--- config.mk ---
export PLATFORM = sky130hd
export DESIGN_NAME = ring_counter_sequencer
export DESIGN_NICKNAME = d
export VERILOG_FILES = /design/src/rtl/ring_counter_sequencer_pkg.sv /design/src/rtl/ring_counter_sequencer_step_edge_detect.sv /design/src/rtl/ring_counter_sequencer.sv
export SDC_FILE = /design/constraint.sdc
export NUM_CORES = 1
export LEC_CHECK = 0
export ABC_CLOCK_PERIOD_IN_PS = 2550
export BUFFER_PORTS_ARGS = -buffer_cell sky130_fd_sc_hd__buf_4
export CORE_MARGIN = 4
export CORE_UTILIZATION = 40
export CTS_CLUSTER_DIAMETER = 40
export CTS_CLUSTER_SIZE = 25
export DETAILED_ROUTE_END_ITERATION = 12
export PLACE_DENSITY = 0.64
export SLEW_MARGIN = 20
export SYNTH_ARGS = -nofsm -noshare
export SYNTH_HDL_FRONTEND = slang
export SYNTH_SLANG_ARGS = --single-unit
--- constraint.sdc ---
create_clock -name clk -period 2.55 [get_ports clk]
set_input_delay 0.255 -clock clk [delete_from_list [all_inputs] [get_ports clk]]
set_output_delay 0.255 -clock clk [all_outputs]
set_load 0.05 [all_outputs]
--- src/rtl/ring_counter_sequencer_pkg.sv ---
// ring_counter_sequencer_pkg
//   Definitions shared by the T-state ring counter and the controller
//   sequencer that decodes its output.
//   Contents:
//     seq_state_e       - sequencer FSM state encoding (RUN, STEP_WAIT, HALTED)
//     SHORT_LEN_DEFAULT - T-states in a 1-byte instruction
//     LONG_LEN_DEFAULT  - T-states in a 2-byte instruction
//     T0..T7            - T-state indices. The controller decodes its control
//                         words from these same positions.
package ring_counter_sequencer_pkg;

    typedef enum logic [1:0] {
        ST_RUN       = 2'd0,
        ST_STEP_WAIT = 2'd1,
        ST_HALTED    = 2'd2
    } seq_state_e;

    localparam int SHORT_LEN_DEFAULT = 6;
    localparam int LONG_LEN_DEFAULT  = 8;

    localparam logic [3:0] T0 = 4'd0;
    localparam logic [3:0] T1 = 4'd1;
    localparam logic [3:0] T2 = 4'd2;
    localparam logic [3:0] T3 = 4'd3;
    localparam logic [3:0] T4 = 4'd4;
    localparam logic [3:0] T5 = 4'd5;
    localparam logic [3:0] T6 = 4'd6;
    localparam logic [3:0] T7 = 4'd7;

endpackage

--- src/rtl/ring_counter_sequencer_step_edge_detect.sv ---
// ring_counter_sequencer_step_edge_detect
//   Rising-edge detector for the single-step request. The previous sample of
//   req_i is held in a register, and rise_o is high in the cycle where req_i
//   is 1 and that previous sample was 0. Holding req_i high gives a single
//   pulse, so one press of the step input produces one advance.
//   Ports:
//     clk    in  system clock
//     rst_n  in  asynchronous active-low reset; clears the stored sample
//     req_i  in  step request, already synchronous to clk
//     rise_o out high for the cycle in which req_i goes from 0 to 1
module ring_counter_sequencer_step_edge_detect (
    input  logic clk,
    input  logic rst_n,
    input  logic req_i,
    output logic rise_o
);

    logic req_prev_q;

    always_ff @(posedge clk or negedge rst_n) begin
        if (!rst_n) begin
            req_prev_q <= 1'b0;
        end else begin
            req_prev_q <= req_i;
        end
    end

    assign rise_o = req_i & ~req_prev_q;

endmodule

--- src/rtl/ring_counter_sequencer.sv ---
// ring_counter_sequencer
//   Generates the one-hot T-state vector for the controller sequencer. The
//   ring advances one T-state per advance event. An instruction ends after
//   SHORT_LEN T-states, or after LONG_LEN T-states when extended_fetch is
//   high at T(SHORT_LEN-1). The ring freezes to all-zero on hlt_clk. The
//   step_mode and step_req inputs give single-step operation.
//   Ports:
//     clk            in  system clock
//     rst_n          in  asynchronous active-low reset
//     extended_fetch in  1 = current instruction is 2-byte. Sampled at T5 only.
//     hlt_clk        in  halt request (ignored while halted)
//     resume         in  leave HALTED, back to T0
//     step_mode      in  1 = advance only on rising edges of step_req
//     step_req       in  single-step request
//     ring_counter   out one-hot T-state; zero while halted
//     t_state        out binary index of the active T-state
//     instr_done     out one-cycle pulse when the ring wraps to T0
//     halted         out 1 while in HALTED
//     instr_count    out retired-instruction count (wraps silently)
//     dbg_state      out current FSM state (seq_state_e encoding)
module ring_counter_sequencer
    import ring_counter_sequencer_pkg::*;
#(
    parameter int RING_W    = 10,
    parameter int SHORT_LEN = SHORT_LEN_DEFAULT,
    parameter int LONG_LEN  = LONG_LEN_DEFAULT,
    parameter int CNT_W     = 16
) (
    input  logic              clk,
    input  logic              rst_n,
    input  logic              extended_fetch,
    input  logic              hlt_clk,
    input  logic              resume,
    input  logic              step_mode,
    input  logic              step_req,
    output logic [RING_W-1:0] ring_counter,
    output logic [3:0]        t_state,
    output logic              instr_done,
    output logic              halted,
    output logic [CNT_W-1:0]  instr_count,
    output logic [1:0]        dbg_state
);

    localparam logic [3:0]        LAST_SHORT = 4'(SHORT_LEN - 1);
    localparam logic [3:0]        LAST_LONG  = 4'(LONG_LEN - 1);
    localparam logic [RING_W-1:0] RING_ONE   = {{(RING_W-1){1'b0}}, 1'b1};

    seq_state_e        state_q, state_d;
    logic [RING_W-1:0] ring_q, ring_d;
    logic [3:0]        t_q, t_d;
    logic              done_q, done_d;
    logic [CNT_W-1:0]  count_q, count_d;

    logic              step_rise;
    logic              advance;
    logic              wrap;
    logic [3:0]        t_next;

    ring_counter_sequencer_step_edge_detect u_step_edge (
        .clk    (clk),
        .rst_n  (rst_n),
        .req_i  (step_req),
        .rise_o (step_rise)
    );

    // Compute the advance condition and the index that an advance would
    // produce. In RUN with step_mode=0 the ring free-runs. In every other
    // state it advances only on a step_req rising edge. This includes the
    // RUN cycle in which step_mode has just gone high. HALTED never advances.
    always_comb begin
        advance = ((state_q == ST_RUN) && !step_mode) ||
                  ((state_q != ST_HALTED) && step_rise);
        wrap    = 1'b0;
        t_next  = t_q + 4'd1;
        if (t_q == LAST_SHORT) begin
            // extended_fetch is sampled only here. At 1 the ring continues
            // into the 2-byte tail (T6, T7).
            if (!extended_fetch) begin
                wrap   = 1'b1;
                t_next = T0;
            end
        end else if (t_q == LAST_LONG) begin
            wrap   = 1'b1;
            t_next = T0;
        end
    end

    always_comb begin
        state_d = state_q;
        ring_d  = ring_q;
        t_d     = t_q;
        done_d  = 1'b0;
        count_d = count_q;
        case (state_q)
            ST_HALTED: begin
                // hlt_clk is ignored here, so resume wins when both are high.
                if (resume) begin
                    state_d = step_mode ? ST_STEP_WAIT : ST_RUN;
                    t_d     = T0;
                    ring_d  = RING_ONE;
                end
            end
            default: begin
                if (hlt_clk) begin
                    // Halt takes priority over any advance in the same cycle.
                    // The partial HLT instruction does not count as retired.
                    state_d = ST_HALTED;
                    t_d     = T0;
                    ring_d  = '0;
                end else begin
                    state_d = step_mode ? ST_STEP_WAIT : ST_RUN;
                    if (advance) begin
                        t_d    = t_next;
                        ring_d = RING_ONE << t_next;
                        if (wrap) begin
                            done_d  = 1'b1;
                            count_d = count_q + CNT_W'(1);
                        end
                    end
                end
            end
        endcase
    end

    always_ff @(posedge clk or negedge rst_n) begin
        if (!rst_n) begin
            state_q <= ST_RUN;
            ring_q  <= RING_ONE;
            t_q     <= T0;
            done_q  <= 1'b0;
            count_q <= '0;
        end else begin
            state_q <= state_d;
            ring_q  <= ring_d;
            t_q     <= t_d;
            done_q  <= done_d;
            count_q <= count_d;
        end
    end

    assign ring_counter = ring_q;
    assign t_state      = t_q;
    assign instr_done   = done_q;
    assign halted       = (state_q == ST_HALTED);
    assign instr_count  = count_q;
    assign dbg_state    = state_q;

endmodule

==> metrics.yaml <==
maxSlewHeadroom_pct: 46.2
final-setup-viol-count: 0
layout_min_cycle_time_ns: 2.18
tightest_slew_ns: 0.804
antenna_found_initial: 0
finalSetupTns_ns: 0
postCtsSetupBuffers: 0
grt_max_degree: 35
place_inst: 233
required_ns: 2.74
netlist_instances: 144
slew_violations: 0
synth_top_area_share_pct: 49.3
layout_commonest_cell: "buf_4"
p_int_mw: 0.951
final_cells: 242
syn_nets: 156
nets: 203
grt_pass1_vias: 1369
dp_hpwl_um: 2830
ys_seq_area_share_pct: 50.9
synth.area.top_cells: "dfrtp_1 (49%), xor2_1 (5.8%), ha_1 (3.7%)"
coreArea_um2: 4030
synth-async-reset-ratio_pct: 100
yosys_warnings: 0
critPathLaunchType: "register"
ioPinCount: 41
diodes: 0
reg2reg_to: "ring_counter[0]"
powerDensity_nw_per_um2: 638
gp_congestion: 0.893
p_comb_share_pct: 22.0
htree_levels: 2
grt_overflow: 0
fin_ws_ns: 0.375
ant_nets: 0
post-place-ws_ns: 0.448
synth_top_area_cell: "dfrtp_1"
min_path_type: "input port to register"
hold_depth: 1
routedWlPerCell_um: 16.0
crit_type: "register to register"
r2r_setup_slack_ns: 0.37
wirelength_um: 3870
hold_viol_final: 0
cts_buffers: 5
track_usage_pct: 16.2
p_sw_share_pct: 31.0
yosys.cell_types.count: 49
worstRegToRegCells: 5
final_util_pct: 53.6
first_pass_iters: 2
clk_latency_ns: 0.29
rsz0062_at_grt: "no"
num_rows: 23
die-area_um2: 5280
synth_edf_count: 0
layout_common_cells: "buf_4 (41), dfrtp_1 (33), xor2_1 (11)"
vias: 1316
r2r-start: "t_state[0]"
path_max_fanout: 8
clk_pin_slew_ns: 0.07
drcViolationCount: 0
syn_area_um2: 1670
drive_above_1_share_pct: 33.3
die_h_um: 72.7
drt_iter0_drc: 63
maxCapViolations: 0
root_buffer: "clkbuf_8"
ys.flop_type: "dfrtp_1"
ir_drop_mv: 0.322
port-buffer-count: 40
status: "completed"
clock_path_buffers: 2
viasPerCell: 5.44
ctsHoldBuffers: 1
grt_pass1_wl_um: 6630
post-route-period-util_pct: 85.3
ys_ff_latch: 34
die_x_um: 72.7
cts_num_sinks: 34
cp.arrival_ns: 2.37
cts_resized: 0
p_seq_share_pct: 42.8
tritoncts: "yes"
whs_endpoint: "u_step_edge.req_prev_q"
fin_worst_skew_ns: 0.00639
p_sw_mw: 0.426
leakagePower_nw: 1.08
start_util_pct: 41.6
cp-end-kind: "register"
p_clk_share_pct: 35.2
clock.fmax_mhz: 460
avgSynthCellArea_um2: 11.6
syn2layout_area_growth_pct: 29.0
worstHoldStart: "step_req"
-- kinds of logic after synthesis --
family | Yosys count | synth area share (%)
AOI/OAI and AO/OA | 24 | 13.2
adders and majority gates | 5 | 3.74
DFF | 34 | 50.9
muxes | 1 | 0.673
xor gates and xnor gates | 16 | 8.37
and+or+nand+nor | 55 | 20.7
buffers and inverters | 9 | 2.47
-- power by group through the flow --
stage / Sequential (mW) / Clock, mW / Combinational (mW)
5_1_grt: 0.594 / 0.520 / 0.325
6_report: 0.590 / 0.485 / 0.303
3_5_place_dp: 0.600 / 0 / 0.294
3_3_place_gp: 0.598 / 0 / 0.286
4_1_cts: 0.590 / 0.494 / 0.296
2_1_floorplan: 0.673 / 0 / 0.129
-- cell type report --
cell class,count,area (µm²)
inverters,7,26.3
clock buffers,5,68.8
fillers,365,1870
repair buffers,42,318
clock inverters,3,40.0
multi-input cells,101,792
well taps,50,62.6
flip-flops and latches,34,852
-- stage by stage --
step           power, mW  hold WS [ns]  cell area [µm²]
2_1_floorplan      0.802       -0.0406             1670
3_3_place_gp       0.884         0.221             2030
3_5_place_dp       0.894         0.227             2030
4_1_cts             1.38        0.0746             2150
5_1_grt             1.44        0.0760             2160
6_report            1.38        0.0835             2160
-- flip-flops by register name, summed over array words and instances (netlist names) --
| register | count |
|---|---|
| instr_count | 16 |
| ring_counter | 10 |
| t_state | 4 |
| dbg_state | 2 |
| instr_done | 1 |
| u_step_edge.req_prev_q | 1 |
-- layer usage --
layer	vias to the layer above	track usage, %	part of all wire [%]
met1	645	19.9	43
met4	0	6.15	2.5
met2	33	27.0	50
li1	627	-	-
met5	-	0	0
met3	11	4.82	4.5
-- critical path, stage by stage (launching register included) --
cell,delay [ns]
dfrtp_1,0.48
inv_1,0.14
ha_1,0.37
or4_4,0.55
a211o_1,0.30
a32oi_1,0.24
-- worst max-delay path by stage --
stage	from	end	slack, ns
after floorplan	t_state[0]	ring_counter[0]	0.24
after global placement	t_state[0]	ring_counter[0]	0.57
after detailed placement	t_state[0]	ring_counter[0]	0.45
after CTS	t_state[0]	ring_counter[0]	0.42
after global routing	t_state[0]	ring_counter[0]	0.27
final	t_state[0]	ring_counter[0]	0.37
-- cells in the mapped netlist, types with 3 or more instances --
master,count
nor3_1,5
nand4_1,3
a32o_1,6
ha_1,5
xnor2_1,5
nand2_1,8
and4_1,3
nand3_1,7
nor4_1,6
and2b_4,3
inv_1,6
xor2_1,11
a22o_1,4
dfrtp_1,33
nor2_1,5
No activity file was read; power rests on OpenSTA's default activity.
